### config.mk
export PLATFORM = sky130hd
export DESIGN_NAME = present_sbox_layer
export DESIGN_NICKNAME = d
export VERILOG_FILES = /design/src/rtl/present_sbox_layer.sv
export SDC_FILE = /design/constraint.sdc
export NUM_CORES = 1
export LEC_CHECK = 0
export ABC_AREA = 1
export CORE_ASPECT_RATIO = 0.9
export CORE_MARGIN = 2
export CORE_UTILIZATION = 46
export DETAILED_ROUTE_END_ITERATION = 12
export MAX_ROUTING_LAYER = met4
export PLACE_DENSITY_LB_ADDON = 0.1
export SYNTH_ARGS = -nofsm -noshare
export SYNTH_HDL_FRONTEND = slang
export SYNTH_SLANG_ARGS = --single-unit
### constraint.sdc
create_clock -name clk -period 4.5 [get_ports clk]
set_clock_uncertainty 0.15 [all_clocks]
set_input_delay 0.9 -clock clk [delete_from_list [all_inputs] [get_ports clk]]
set_output_delay 0.9 -clock clk [all_outputs]
set_load 0.01 [all_outputs]
### src/rtl/present_sbox_layer.sv
// Multi-cycle PRESENT substitution layer: LANES S-boxes applied per cycle to a rotating state.
// Optional macro SBOX_INV_EN compiles in the inverse S-box selected by in_inv.
module present_sbox_layer #(
    parameter int unsigned STATE_W = 64,
    parameter int unsigned LANES   = 4
) (
    input  logic               clk,
    input  logic               rst_n,
    input  logic               in_valid,
    output logic               in_ready,
    input  logic [STATE_W-1:0] in_data,
    input  logic               in_inv,
    output logic               out_valid,
    input  logic               out_ready,
    output logic [STATE_W-1:0] out_data
);

    localparam int unsigned CHUNK_W = 4 * LANES;
    localparam int unsigned NSTEP   = STATE_W / CHUNK_W;
    localparam int unsigned CNT_W   = (NSTEP > 1) ? $clog2(NSTEP) : 1;

    typedef enum logic [1:0] {
        IDLE = 2'd0,
        BUSY = 2'd1,
        DONE = 2'd2
    } state_t;

    state_t             state, state_d;
    logic [STATE_W-1:0] work, work_d;
    logic [CNT_W-1:0]   cnt, cnt_d;
    logic [CHUNK_W-1:0] sub_chunk;
    logic [STATE_W-1:0] stepped;
    logic               in_ready_d, out_valid_d;

    function automatic logic [3:0] sbox_fwd(input logic [3:0] x);
        case (x)
            4'h0: sbox_fwd = 4'hC;  4'h1: sbox_fwd = 4'h5;
            4'h2: sbox_fwd = 4'h6;  4'h3: sbox_fwd = 4'hB;
            4'h4: sbox_fwd = 4'h9;  4'h5: sbox_fwd = 4'h0;
            4'h6: sbox_fwd = 4'hA;  4'h7: sbox_fwd = 4'hD;
            4'h8: sbox_fwd = 4'h3;  4'h9: sbox_fwd = 4'hE;
            4'hA: sbox_fwd = 4'hF;  4'hB: sbox_fwd = 4'h8;
            4'hC: sbox_fwd = 4'h4;  4'hD: sbox_fwd = 4'h7;
            4'hE: sbox_fwd = 4'h1;  default: sbox_fwd = 4'h2;
        endcase
    endfunction

`ifdef SBOX_INV_EN
    logic mode, mode_d;

    function automatic logic [3:0] sbox_inv(input logic [3:0] x);
        case (x)
            4'h0: sbox_inv = 4'h5;  4'h1: sbox_inv = 4'hE;
            4'h2: sbox_inv = 4'hF;  4'h3: sbox_inv = 4'h8;
            4'h4: sbox_inv = 4'hC;  4'h5: sbox_inv = 4'h1;
            4'h6: sbox_inv = 4'h2;  4'h7: sbox_inv = 4'hD;
            4'h8: sbox_inv = 4'hB;  4'h9: sbox_inv = 4'h4;
            4'hA: sbox_inv = 4'h6;  4'hB: sbox_inv = 4'h3;
            4'hC: sbox_inv = 4'h0;  4'hD: sbox_inv = 4'h7;
            4'hE: sbox_inv = 4'h9;  default: sbox_inv = 4'hA;
        endcase
    endfunction

    // Substitute the least-significant LANES nibbles with the latched mode
    always_comb begin
        sub_chunk = '0;
        for (int l = 0; l < int'(LANES); l++) begin
            sub_chunk[4*l +: 4] = mode ? sbox_inv(work[4*l +: 4]) : sbox_fwd(work[4*l +: 4]);
        end
    end

    always_comb begin
        mode_d = mode;
        if (state == IDLE && in_valid) begin
            mode_d = in_inv;
        end
    end

    always_ff @(posedge clk or negedge rst_n) begin
        if (!rst_n) begin
            mode <= 1'b0;
        end else begin
            mode <= mode_d;
        end
    end
`else
    // Forward-only build: in_inv stays on the port list but has no effect
    logic unused_inv;
    assign unused_inv = in_inv;

    always_comb begin
        sub_chunk = '0;
        for (int l = 0; l < int'(LANES); l++) begin
            sub_chunk[4*l +: 4] = sbox_fwd(work[4*l +: 4]);
        end
    end
`endif

    // Rotate right by one chunk with the substituted chunk landing on top
    assign stepped = STATE_W'({sub_chunk, work} >> CHUNK_W);

    // Next-state, datapath and registered-output decode
    always_comb begin
        state_d = state;
        work_d  = work;
        cnt_d   = cnt;
        case (state)
            IDLE: begin
                if (in_valid) begin
                    work_d  = in_data;
                    cnt_d   = '0;
                    state_d = BUSY;
                end
            end
            BUSY: begin
                work_d = stepped;
                cnt_d  = CNT_W'(cnt + 1'b1);
                if (cnt == CNT_W'(NSTEP - 1)) begin
                    state_d = DONE;
                end
            end
            DONE: begin
                if (out_ready) begin
                    state_d = IDLE;
                end
            end
            default: state_d = IDLE;
        endcase
        in_ready_d  = (state_d == IDLE);
        out_valid_d = (state_d == DONE);
    end

    always_ff @(posedge clk or negedge rst_n) begin
        if (!rst_n) begin
            state     <= IDLE;
            work      <= '0;
            cnt       <= '0;
            in_ready  <= 1'b1;
            out_valid <= 1'b0;
        end else begin
            state     <= state_d;
            work      <= work_d;
            cnt       <= cnt_d;
            in_ready  <= in_ready_d;
            out_valid <= out_valid_d;
        end
    end

    assign out_data = work;

endmodule

; Word level (Yosys, flattened, before mapping)
; Memory sizes are Yosys's and may differ from the RTL's.
; Index checks and enable logic that the tools add are counted.
; Widths: inputs -> output; s select.
[totals]
out_inout_bits = 66
input_bits = 69
ramBits = 0
register_bits = 70
mem_bits_ro = 256
latchBits = 0
n_memories = 4
[op_classes]
n_eq_ne = 5
n_lt_le_gt_ge = 0
bitwise = 0
muxes = 8
add_sub_neg = 1
n_div = 0
shift = 0
n_mul = 0
n_reduce_logical = 4
[memory_table]
columns = memory, depth, width, rd, rd_ports_with_merged_regs, wr, line_no
row1 = (name not given), 16, 4, 1, 0, 0, 36  ; case (x)
row2 = (name not given), 16, 4, 1, 0, 0, 36
row3 = (name not given), 16, 4, 1, 0, 0, 36
row4 = (name not given), 16, 4, 1, 0, 0, 36
[ops]
columns = op, n
row1 = $pmux 64 s2, 1
row2 = $mux 64, 1
row3 = $mux 2, 4
row4 = $eq 2x2->1 const B, 3
row5 = $pmux 2 s3, 1
row6 = $logic_not 2->1, 2
row7 = $pmux 2 s2, 1
row8 = $add 2x1->2 const B, 1
row9 = $eq 2x1->1 const B, 1
row10 = $ne 2x2->1 const B, 1
row11 = $reduce_and 2->1, 1
row12 = $reduce_bool 2->1, 1

; Depth between registers and ports, before layout
; Gate-level depths: netlist (run 1).
[depth]
depth_word = 4
ltp_mapped = 8
mapped_depth_nobuf = 8

; Worst setup path after synthesis (run 1)
; OpenSTA, ideal clock, no wires.
[synth_timing]
path_type = input-to-reg
start = input port in_valid
end = register work[13], in the netlist out_data[13]
path_stages = 6
setup_ps = 122
slack_ps = 2729
arrival_ps = 1499
path_buffers = 2
cell_sequence = nand2_2 -> nand2_2 -> buf_4 -> buf_6 -> o22ai_1 -> nor2_1
[synth_between]
elab_chain_len = 2
[synth_rtl]
columns = element, line_no
row1 = "start, declared", 9  ; input logic in_valid,
row2 = $ne 2x2->1 (no source line), -
row3 = $reduce_and 2->1 (no source line), -
row4 = "end signal, assigned", 142  ; work <= work_d;
row5 = "end, declared", 29  ; logic [STATE_W-1:0] work, work_d;
; Every way passes these cells.
; A chain may end at the register's enable or synchronous reset.

; Worst setup path after layout (run 1)
[layout_timing]
start = register work[14], in the netlist out_data[14]
end = output port out_data[14]
[layout_lines]
columns = element, line_no
row1 = "end, declared", 15  ; output logic [STATE_W-1:0] out_data
; No word-level cell between the ends.

==> impl_metrics.prom, run 1 <==
# TYPE chip_impl_metric gauge
chip_impl_metric{name="cp_max_stage_delay",unit="ns"} 0.61
chip_impl_metric{name="netlist-cell-type-count",unit=""} 20
chip_impl_metric{name="multiInputGateArea",unit="mm^2"} 0.001787
chip_impl_metric{name="asyncSetResetFlopFracSynth",unit=""} 1.000
chip_impl_metric{name="wl_per_instance",unit="um"} 15.58
chip_impl_metric{name="clockPowerShare",unit=""} 0.139
chip_impl_metric{name="n_antenna_cell",unit=""} 0
chip_impl_metric{name="gr-total-overflow",unit=""} 0
chip_impl_metric{name="vias_in_the_first_global_route",unit=""} 3666
chip_impl_metric{name="cts_setup_buffers",unit=""} 0
chip_impl_metric{name="finalSetupTns",unit="ns"} 0
chip_impl_metric{name="dp_slack",unit="ns"} 1.606
chip_impl_metric{name="tritoncts_num_sinks",unit=""} 70
chip_impl_info{name="synth_area_leader_cell",value="dfrtp_1"} 1
chip_impl_metric{name="finalPower",unit="mW"} 4.250
chip_impl_metric{name="design.portCount",unit=""} 135
chip_impl_metric{name="post-route-min-period",unit="ns"} 2.577
chip_impl_metric{name="finalWorstSetupSlack",unit="ns"} 1.923
chip_impl_info{name="rsz0062_at_grt",value="no"} 1
chip_impl_metric{name="fp.dieW",unit="um"} 100.4
chip_impl_metric{name="crit_buf_inv",unit=""} 1
chip_impl_metric{name="dpl.hpwl",unit="um"} 7192
chip_impl_metric{name="post_detailed_routing_wire_length",unit="um"} 10850
chip_impl_metric{name="routabilityCongestion",unit=""} 0.8877
chip_impl_info{name="regToRegStartpoint",value="state[0]"} 1
chip_impl_metric{name="final_layout_size_suffix_gt1_frac",unit=""} 0.04690
chip_impl_info{name="cp_cell_sequence",value="clkdlybuf4s50_1"} 1
chip_impl_metric{name="clock_pin_slew_reported_for_the_worst_setup_and_hold_paths_after_clock_tree_synthesis",unit="ns"} 0.07
chip_impl_metric{name="drv_cap",unit=""} 0
chip_impl_info{name="synth_ff_type",value="dfrtp_1"} 1
chip_impl_metric{name="antenna_violations_before_repair",unit=""} 0
chip_impl_info{name="run_status",value="finished, final reports clean"} 1
chip_impl_metric{name="cts_repair_resize_count",unit=""} 0
chip_impl_info{name="reg2reg_to",value="out_data[52]"} 1
chip_impl_info{name="synth_area_leaders",value="dfrtp_1, o22ai_1, nand2_1, nor2_1, ha_1"} 1
chip_impl_info{name="timing_worst_setup_path_type",value="flop to primary output"} 1
chip_impl_metric{name="sequential_cell_area",unit="mm^2"} 0.001753
chip_impl_metric{name="ff2ff_setup_slack",unit="ns"} 2.21
chip_impl_metric{name="die_h",unit="um"} 90.76
chip_impl_metric{name="timing.slew.headroom",unit=""} 0.3057
chip_impl_metric{name="maximum_clock_frequency",unit="MHz"} 388.1
chip_impl_metric{name="initial_standard_cell_utilization_of_the_core",unit=""} 0.4769
chip_impl_metric{name="cell_int_power",unit="mW"} 2.396
chip_impl_info{name="hold_path.class",value="flop to flop"} 1
chip_impl_metric{name="mappedNetlistNets",unit=""} 564
chip_impl_metric{name="drt_first_iter_violations",unit=""} 173
chip_impl_metric{name="path_depth",unit=""} 1
chip_impl_info{name="endpoint",value="out_data[14]"} 1
chip_impl_metric{name="worstPathArrival",unit="ns"} 1.53
chip_impl_metric{name="setup_viol_count_final",unit=""} 0
chip_impl_metric{name="final_net_count",unit=""} 682
chip_impl_metric{name="ir_drop",unit="mV"} 0.3946
chip_impl_info{name="critPathLaunchType",value="flop"} 1
chip_impl_metric{name="clockBufferDepth",unit=""} 2
chip_impl_metric{name="total_number_of_vias",unit=""} 3831
chip_impl_metric{name="tightest_slew",unit="ns"} 1.039
chip_impl_info{name="critical_path_s_slowest_cell",value="clkdlybuf4s50_1"} 1
chip_impl_metric{name="fill_cells",unit=""} 701
chip_impl_metric{name="finalMaxSlewViolations",unit=""} 0
chip_impl_metric{name="first_pass_iters",unit=""} 4
chip_impl_metric{name="synthesis_warning_total",unit=""} 0
chip_impl_metric{name="cell_area_synth",unit="mm^2"} 0.003847
chip_impl_info{name="ys_top_cells_by_count",value="nand2_1, nor2_1, dfrtp_1"} 1
chip_impl_metric{name="power-per-cell-area",unit="mW/mm^2"} 792.1
chip_impl_metric{name="synth_seq_area_share",unit=""} 0.4556
chip_impl_info{name="critical_path.top_delay_family",value="buffers and inverters"} 1
chip_impl_metric{name="leakagePower",unit="nW"} 2.350
chip_impl_metric{name="layout-area-overhead-vs-synth",unit="%"} 39.45
chip_impl_metric{name="cts-buffers-inserted",unit=""} 9
chip_impl_metric{name="antenna_nets_post_route",unit=""} 0
chip_impl_metric{name="core_area",unit="mm^2"} 0.008068
chip_impl_metric{name="ff2ff_path_depth",unit=""} 7
chip_impl_metric{name="std_cell_rows",unit=""} 31
chip_impl_metric{name="final_hold_viol_count",unit=""} 0
chip_impl_metric{name="wire_length_of_the_first_global_routing_pass",unit="um"} 17920
chip_impl_metric{name="detail_routed_via_count_per_cell",unit=""} 5.504
chip_impl_metric{name="syn-mean-instance-area",unit="um^2"} 8.117
chip_impl_metric{name="grt_max_degree",unit=""} 71
chip_impl_metric{name="synth_edf_count",unit=""} 0
chip_impl_info{name="cts_tree",value="done"} 1
chip_impl_metric{name="drc",unit=""} 0
chip_impl_metric{name="cts_hold_repair.buffers",unit=""} 0
chip_impl_metric{name="ctsHtreeMaxLevel",unit=""} 3
chip_impl_info{name="worst_setup_path_end_kind",value="primary output"} 1
chip_impl_info{name="synth.most_common_cell",value="nand2_1"} 1
chip_impl_info{name="clock-root-buffer",value="clkbuf_8"} 1
chip_impl_metric{name="power.switching",unit="mW"} 1.854
chip_impl_metric{name="share_seq_of_total_power",unit=""} 0.314
chip_impl_metric{name="worstPathMaxFanout",unit=""} 12
chip_impl_metric{name="postSynthRegisterBits",unit=""} 70
chip_impl_metric{name="synthesis.instances",unit=""} 474
chip_impl_metric{name="critical_path_data_required_time",unit="ns"} 3.45
chip_impl_metric{name="place.port_buffers",unit=""} 133
chip_impl_info{name="startpoint",value="out_data[14]"} 1
chip_impl_metric{name="power_frac_comb",unit=""} 0.547
chip_impl_metric{name="track_usage",unit=""} 0.2517
chip_impl_metric{name="yosys.area.top_type_share",unit=""} 0.4488
chip_impl_metric{name="layout_worst_path_cycle_share",unit=""} 0.5726
chip_impl_metric{name="clk_latency",unit="ns"} 0.34
chip_impl_metric{name="sw_frac",unit=""} 0.4363
chip_impl_metric{name="overall_die_area",unit="mm^2"} 0.009112
==> power groups by stage <==
stage,logic (mW),registers (mW),clock network [mW]
after floorplan,1.40,1.36,0
after global placement,2.27,1.33,0
after detailed placement,2.33,1.34,0
after CTS,2.34,1.33,0.608
after global routing,2.60,1.39,0.629
final,2.32,1.34,0.591
==> worst reg2reg max path: cells and delay by family, from the launching register on <==
kind          cells  cell delay [ns]
simple gates      5             1.11
buf+inv           2             0.51
flops             1             0.41
==> how the worst min path moves through the flow <==
stage,startpoint,to,depth (start not counted),slack [ns]
4_1_cts,cnt[0],cnt[0],1,0.33
5_1_grt,cnt[0],cnt[0],1,0.34
6_report,cnt[0],cnt[0],1,0.33
2_1_floorplan,cnt[0],cnt[0],1,0.30
3_3_place_gp,cnt[0],cnt[0],1,0.31
3_5_place_dp,cnt[0],cnt[0],1,0.32
==> cells by family after synthesis <==
| logic type | after synthesis | synth area share |
|---|---|---|
| AO/OA/AOI/OAI | 76 | 0.1167 |
| flip-flops | 70 | 0.4556 |
| buffers and inverters | 59 | 0.08195 |
| adder cells (fa/ha/maj) | 21 | 0.06829 |
| AND/OR/NAND/NOR | 248 | 0.2774 |
==> state kept, by name (all words and copies together), names as in the netlist <==
| register | count |
|---|---|
| cnt | 2 |
| in_ready | 1 |
| out_data | 64 |
| out_valid | 1 |
| state | 2 |
==> metal layers <==
metal / wire length [um] / vias to the layer above / share of wire / track usage
li1: - / 1845 / - / -
met1: 4904 / 1846 / 0.45 / 0.3383
met2: 5126 / 125 / 0.47 / 0.3848
met3: 658 / 15 / 0.061 / 0.05341
met4: 155 / 0 / 0.014 / 0.07306
met5: 0 / - / 0 / -
==> metrics by stage <==
stage	cell area (um^2)	utilization	cells	hold slack, ns
floorplan	3847	-	474	0.2997
global placement	5131	0.6360	680	0.3137
detailed placement	5131	0.6360	680	0.3233
CTS	5365	0.6650	696	0.3336
global route	5365	0.6650	696	0.3430
finish	5365	0.6650	696	0.3293
==> cells in the final DEF, fill, tap and decap left out, drive strengths merged <==
cell	instances
clkinv	1
o21ai	13
a21oi	12
nor2	76
o22ai	48
clkbuf	13
bufinv	2
inv	29
clkdlybuf4s50	132
nor3	49
nand3	36
o31ai	2
ha	21
dfrtp	69
buf	5
nand3b	6
a22o	1
dfstp	1
nand2	81
==> cell type report <==
cell class	instances	share of cell area
timing repair buffer	137	0.2533
inverter	29	0.02029
clock inverter	3	0.01213
multi-input combinational	345	0.3330
tap	99	0.02309
clock buffer	13	0.03148
sequential	70	0.3267
(Power assumes the default switching activity.)
==> inputs of run 2 (changes only) <==
clock period = 2.5 ns   (was 4.5 ns; I/O delays follow)
==> run 2 against run 1 <==
Net effect: non-clock buffer count rose by 6; die area did not move; global-route usage fell by 0.47 points; final cell count rose by 0.86%; worst setup slack got worse by 1.6 ns.
==> impl_metrics.prom, run 2 (synthesis results as in run 1) <==
# TYPE chip_impl_metric gauge
chip_impl_metric{name="antenna_nets_post_route",unit=""} 0
chip_impl_metric{name="tritoncts_num_sinks",unit=""} 70
chip_impl_metric{name="wl_per_instance",unit="um"} 15.30
chip_impl_info{name="top_usage_layer",value="met2"} 1
chip_impl_info{name="worstHoldEndpoint",value="cnt[0]"} 1
chip_impl_metric{name="drc",unit=""} 0
chip_impl_metric{name="die_h",unit="um"} 90.76
chip_impl_metric{name="met2_usage",unit=""} 0.3820
chip_impl_info{name="clock-root-buffer",value="clkbuf_8"} 1
chip_impl_info{name="critPathLaunchType",value="flop"} 1
chip_impl_metric{name="cts_repair_resize_count",unit=""} 0
chip_impl_metric{name="worstPathMaxFanout",unit=""} 12
chip_impl_info{name="rsz0062_at_grt",value="no"} 1
chip_impl_metric{name="cts_hold_repair.buffers",unit=""} 1
chip_impl_metric{name="layout_worst_path_cycle_share",unit=""} 0.8745
chip_impl_info{name="timing_worst_setup_path_type",value="flop to primary output"} 1
chip_impl_metric{name="fp.dieW",unit="um"} 100.4
chip_impl_metric{name="leakagePower",unit="nW"} 2.375
chip_impl_metric{name="initial_standard_cell_utilization_of_the_core",unit=""} 0.4769
chip_impl_metric{name="largest_reg_flops",unit=""} 64
chip_impl_info{name="critical_path_s_slowest_cell",value="clkdlybuf4s50_1"} 1
chip_impl_metric{name="ir_drop",unit="mV"} 0.7805
chip_impl_metric{name="maximum_clock_frequency",unit="MHz"} 457.4
chip_impl_metric{name="final_net_count",unit=""} 688
chip_impl_info{name="worst_setup_path_end_kind",value="primary output"} 1
chip_impl_metric{name="drv_cap",unit=""} 0
chip_impl_info{name="hold_path.class",value="flop to flop"} 1
chip_impl_metric{name="clockPowerShare",unit=""} 0.117
chip_impl_metric{name="overall_die_area",unit="mm^2"} 0.009112
chip_impl_metric{name="cp_max_stage_delay",unit="ns"} 0.62
chip_impl_metric{name="ff2ff_path_depth",unit=""} 5
chip_impl_info{name="critical_path.top_delay_family",value="buffers and inverters"} 1
chip_impl_metric{name="cts-buffers-inserted",unit=""} 9
chip_impl_metric{name="detail_routed_via_count_per_cell",unit=""} 5.506
chip_impl_metric{name="power_frac_comb",unit=""} 0.567
chip_impl_metric{name="grtUsageMet3",unit=""} 0.06269
chip_impl_metric{name="share_seq_of_total_power",unit=""} 0.316
chip_impl_metric{name="clockBufferDepth",unit=""} 2
chip_impl_metric{name="routabilityCongestion",unit=""} 0.8851
chip_impl_metric{name="cell_int_power",unit="mW"} 4.225
chip_impl_info{name="mostFrequentLayoutCell",value="clkdlybuf4s50_1"} 1
chip_impl_metric{name="place.port_buffers",unit=""} 133
chip_impl_metric{name="sw_frac",unit=""} 0.4435
chip_impl_metric{name="crit_buf_inv",unit=""} 1
chip_impl_metric{name="setup_viol_count_final",unit=""} 0
chip_impl_metric{name="post-route-min-period",unit="ns"} 2.186
chip_impl_metric{name="gr-total-overflow",unit=""} 0
chip_impl_metric{name="total_number_of_vias",unit=""} 3865
chip_impl_metric{name="std_cell_rows",unit=""} 31
chip_impl_info{name="regToRegStartpoint",value="state[1]"} 1
chip_impl_metric{name="clk_latency",unit="ns"} 0.34
chip_impl_metric{name="tightest_slew",unit="ns"} 0.7109
chip_impl_metric{name="ctsHtreeMaxLevel",unit=""} 3
chip_impl_metric{name="power-per-cell-area",unit="mW/mm^2"} 1403
chip_impl_metric{name="vias_in_the_first_global_route",unit=""} 3742
chip_impl_metric{name="finalMaxSlewViolations",unit=""} 0
chip_impl_metric{name="finalPower",unit="mW"} 7.592
chip_impl_metric{name="first_pass_iters",unit=""} 4
chip_impl_metric{name="final_layout_size_suffix_gt1_frac",unit=""} 0.05307
chip_impl_metric{name="final_hold_viol_count",unit=""} 0
chip_impl_info{name="run_status",value="finished, final reports clean"} 1
chip_impl_metric{name="finalSetupTns",unit="ns"} 0
chip_impl_metric{name="power.switching",unit="mW"} 3.367
chip_impl_metric{name="clock_pin_slew_reported_for_the_worst_setup_and_hold_paths_after_clock_tree_synthesis",unit="ns"} 0.08
chip_impl_metric{name="worstPathArrival",unit="ns"} 1.54
chip_impl_metric{name="track_usage",unit=""} 0.2470
chip_impl_metric{name="global_route.usage.met1",unit=""} 0.3260
chip_impl_metric{name="dpl.hpwl",unit="um"} 7212
chip_impl_metric{name="grt_max_degree",unit=""} 67
chip_impl_metric{name="min_path_cells",unit=""} 1
chip_impl_metric{name="cts_setup_buffers",unit=""} 0
chip_impl_metric{name="n_antenna_cell",unit=""} 0
chip_impl_metric{name="post_detailed_routing_wire_length",unit="um"} 10740
chip_impl_metric{name="critical_path_data_required_time",unit="ns"} 1.85
chip_impl_metric{name="design.portCount",unit=""} 135
chip_impl_info{name="min-delay-start",value="cnt[0]"} 1
chip_impl_metric{name="timing.slew.headroom",unit=""} 0.5261
chip_impl_metric{name="wire_length_of_the_first_global_routing_pass",unit="um"} 17630
chip_impl_metric{name="fill_cells",unit=""} 708
chip_impl_info{name="most-common-layout-cells",value="clkdlybuf4s50_1, nand2_1, nor2_1"} 1
chip_impl_info{name="cp_cell_sequence",value="clkdlybuf4s50_1"} 1
chip_impl_metric{name="antenna_violations_before_repair",unit=""} 0
chip_impl_metric{name="core_area",unit="mm^2"} 0.008068
chip_impl_info{name="reg2reg_to",value="out_data[58]"} 1
chip_impl_info{name="cts_tree",value="done"} 1
chip_impl_metric{name="ff2ff_setup_slack",unit="ns"} 0.69
chip_impl_metric{name="layout-area-overhead-vs-synth",unit="%"} 40.62
chip_impl_metric{name="drt_first_iter_violations",unit=""} 134
-- run 2: cell count changes in the layout (fill, tap and decap cells not counted), sizes merged --
cell / delta
buf: +5
clkinv: +3
clkbuf: -2
bufinv: -1
dlygate4sd3: +1
-- run 2: how the worst max path moves through the flow --
| stage | from | to | slack [ns] | cells past startpoint |
|---|---|---|---|---|
| global placement | in_valid | out_data[53] | 0.38 | 6 |
| floorplan | out_data[4] | out_data[52] | 1.00 | 7 |
| finish | out_data[6] | out_data[6] | 0.31 | 1 |
| CTS | out_data[6] | out_data[6] | 0.30 | 1 |
| global route | out_data[10] | out_data[10] | 0.24 | 1 |
| detailed placement | in_valid | out_data[49] | 0.35 | 6 |
-- run 2: layer usage --
metal / vias to the layer above / part of all wire
met1: 1864 / 0.46
li1: 1852 / -
met5: - / 0
met2: 135 / 0.47
met4: 0 / 0.012
met3: 14 / 0.062
-- run 2: area by class of cell --
type | count | area (um^2) | share of cell area
clock buffer | 11 | 131.4 | 0.02428
tap | 99 | 123.9 | 0.02290
sequential | 70 | 1753 | 0.3240
clock inverter | 5 | 50.05 | 0.009251
inverter | 29 | 108.9 | 0.02012
multi-input combinational | 345 | 1787 | 0.3302
timing repair buffer | 143 | 1456 | 0.2692
-- run 2: per-stage QoR --
stage | setup slack (ns) | area [um^2] | hold WS, ns | cells | utilization
after CTS | 0.2993 | 5410 | 0.3283 | 702 | 0.6706
after global routing | 0.2434 | 5410 | 0.3466 | 702 | 0.6706
final | 0.3136 | 5410 | 0.3268 | 702 | 0.6706
after detailed placement | 0.3509 | 5219 | 0.3096 | 685 | 0.6469
after global placement | 0.3765 | 5219 | 0.3053 | 685 | 0.6469
after floorplan | 1.003 | 3847 | 0.05441 | 474 | -
-- run 2: worst register-to-register path, delay by kind of cell, from the launching register on --
family,cells,cell delay (ns)
buf+inv,2,0.66
flops,1,0.44
simple gates,1,0.08
compound gates,2,0.41
-- run 2: power by group through the flow --
| stage | registers, mW | logic (mW) | clock network, mW |
|---|---|---|---|
| CTS | 2.39 | 4.33 | 0.912 |
| finish | 2.40 | 4.30 | 0.888 |
| global route | 2.49 | 4.80 | 0.958 |
| detailed placement | 2.40 | 4.30 | 0 |
| floorplan | 2.44 | 2.52 | 0 |
| global placement | 2.39 | 4.18 | 0 |
==> RTL change (config.mk and constraints of run 2) <==
Add a define of `SBOX_INV_EN`.
--- a/src/rtl/present_sbox_layer.sv
+++ b/src/rtl/present_sbox_layer.sv
@@ -2,2 +2,4 @@
 // Optional macro SBOX_INV_EN compiles in the inverse S-box selected by in_inv.
+`define SBOX_INV_EN
+
 module present_sbox_layer #(
Function: changed (a bounded check fails within 4 cycles, from zero or initial values and one cycle with rst_n low).
==> RTL change against run 2 <==
  * Final area up 13%
  * Worst setup slack better by 0.0042 ns
  * Global-route usage grew 3.0 points
  * The flow now finishes with violations (hold timing)
  * Total power rose by 24%
  * Core utilization down 3.3 points
  * Sequential cell count is 1 higher
  * Fmax grew 0.19%
  * Critical endpoint is now out_data[15]
  * Highest routed layer unchanged
  * Area after synthesis up 17%
  * Routed wire length increased by 28%
==> RTL change: results (changes against run 2) <==
Final GP Congestion -> 0.858 (-3.0%)
Via count -> 4647 (+20%)
Clk Latency, worst-skew pair -> 0.35 ns
DP HPWL -> 9.97 mm (+38%)
Met1 usage -> 41.7% (+9.1 points)
Antenna diodes -> 0 (unchanged)
DR pass1 iterations -> 6 (+2)
Synth Area per Inst -> 7.49 µm² (-7.7%)
Worst r2r src -> out_data[12]
Int Power -> 4.81 mW (+14%)
Cells after DPL -> 834 (+22%)
I/O Buffers -> 134 (+0.75%)
Synth unique cells -> 29 (+45%)
VDD IR max -> 0.739 mV (-5.3%)
Layout Cells excl Fill -> 850 (+21%)
Worst Tran Pin Value -> 0.729 ns (+0.0185 ns)
Wirelength, routed -> 13.8 mm (+28%)
Hold Slack -> -0.0162 ns (-0.343 ns)
Filler instances -> 878 (+24%)
Met2 usage -> 38.6% (+0.41 points)
Worst slack at placement -> 0.308 ns (-0.0432 ns)
Post-Place Cell Area -> 5930 µm² (+14%)
Crit-path max FO -> 12 (unchanged)
Largest net degree at the start of global routing -> 55 (-18%)
Hold Path Class -> in2async
Flop2flop setup slack -> 0.45 ns (-0.24 ns)
Slowest stage delay, CP -> 0.62 ns (about the same)
Fin. Hold Viols -> 10 (+10)
Layout cells sized above 1 -> 6.35% (+1.0 points)
Outcome -> finished with violations
Synth async-reset ratio -> 100% (unchanged)
Leak -> 2.74 nW (+15%)
Worst flop-to-flop path endpoint -> out_data[62]
Clock buffer depth -> 2 (unchanged)
First DRT Iteration DRCs -> 299 (+120%)
Violated checks -> hold timing
Multi-input logic area -> 2390 µm² (+34%)
Crit path launch -> out_data[15]
Final nets -> 817 (+19%)
M3 GR Usage -> 4.41% (-1.9 points)
First-pass GRT wire length -> 22.5 mm (+28%)
Syn Nets -> 701 (+24%)
Max reg flops -> 64 (unchanged)
Register area share after synthesis -> 39.4% (-6.2 points)
Vias in the first global route -> 4395 (+17%)
FF-to-FF path depth -> 8 (+3)
Most instantiated cells after synthesis -> 138 x nand2_1, 75 x nand3_1, 70 x dfrtp_1, 59 x nor2_1, 54 x o21ai_0
All-Layer GR Usage -> 27.7% (+3.0 points)
Top cells by area, synth -> dfrtp_1 39%, nand2_1 11%, nand3_1 8.3%, ha_1 8.0%, o21ai_0 6.0%
## RTL change: cell types whose count changed after synthesis, moves of 7 or more
cell / change
a21oi_1: +11
a21oi_2: +10
a22oi_1: +16
buf_2: +7
buf_6: -7
ha_1: +8
nand2_1: +60
nand3_1: +39
nor2_1: -17
nor3_1: -32
o21ai_0: +41
o22ai_1: -31
## RTL change: power by group through the flow
stage	registers, mW	logic (mW)	clock network (mW)
floorplan	2.52	3.63	0
global placement	2.52	5.77	0
detailed placement	2.52	5.90	0
CTS	2.51	5.93	0.927
global route	2.62	6.62	0.980
finish	2.53	5.96	0.921
## RTL change: layer usage
metal	vias to the layer above	share of wire, %
met5	-	0
met1	2181	48
met2	195	44
li1	2255	-
met3	16	6.9
met4	0	1.2
## RTL change: cells by family (layout without fill, tap and decap cells)
| family | count (synthesis) | in the layout | share of synthesized area, % |
|---|---|---|---|
| AOI/OAI and AO/OA | 127 | 127 | 16.6 |
| adders and majority gates | 29 | 29 | 8.04 |
| buffers and inverters | 78 | 199 | 7.76 |
| DFF | 71 | 71 | 39.4 |
| and+or+nand+nor | 298 | 298 | 28.3 |
## RTL change: layout make-up
cell class                      instances  share of cell area [%]
Clock buffer                           10                    2.25
Clock inverter                          6                   0.980
Inverter                               40                    2.45
Multi-Input combinational cell        454                    39.0
Sequential cell                        71                    29.0
Tap cell                              126                    2.57
Timing Repair Buffer                  143                    23.8
## RTL change: worst max path at each step
stage                               to  slack [ns]  depth (start not counted)
after global placement    out_data[38]        0.36                          8
after CTS                 out_data[15]        0.31                          1
after global routing      out_data[15]        0.27                          1
after detailed placement  out_data[36]        0.31                          8
after floorplan           out_data[63]        0.78                          9
final                     out_data[15]        0.32                          1
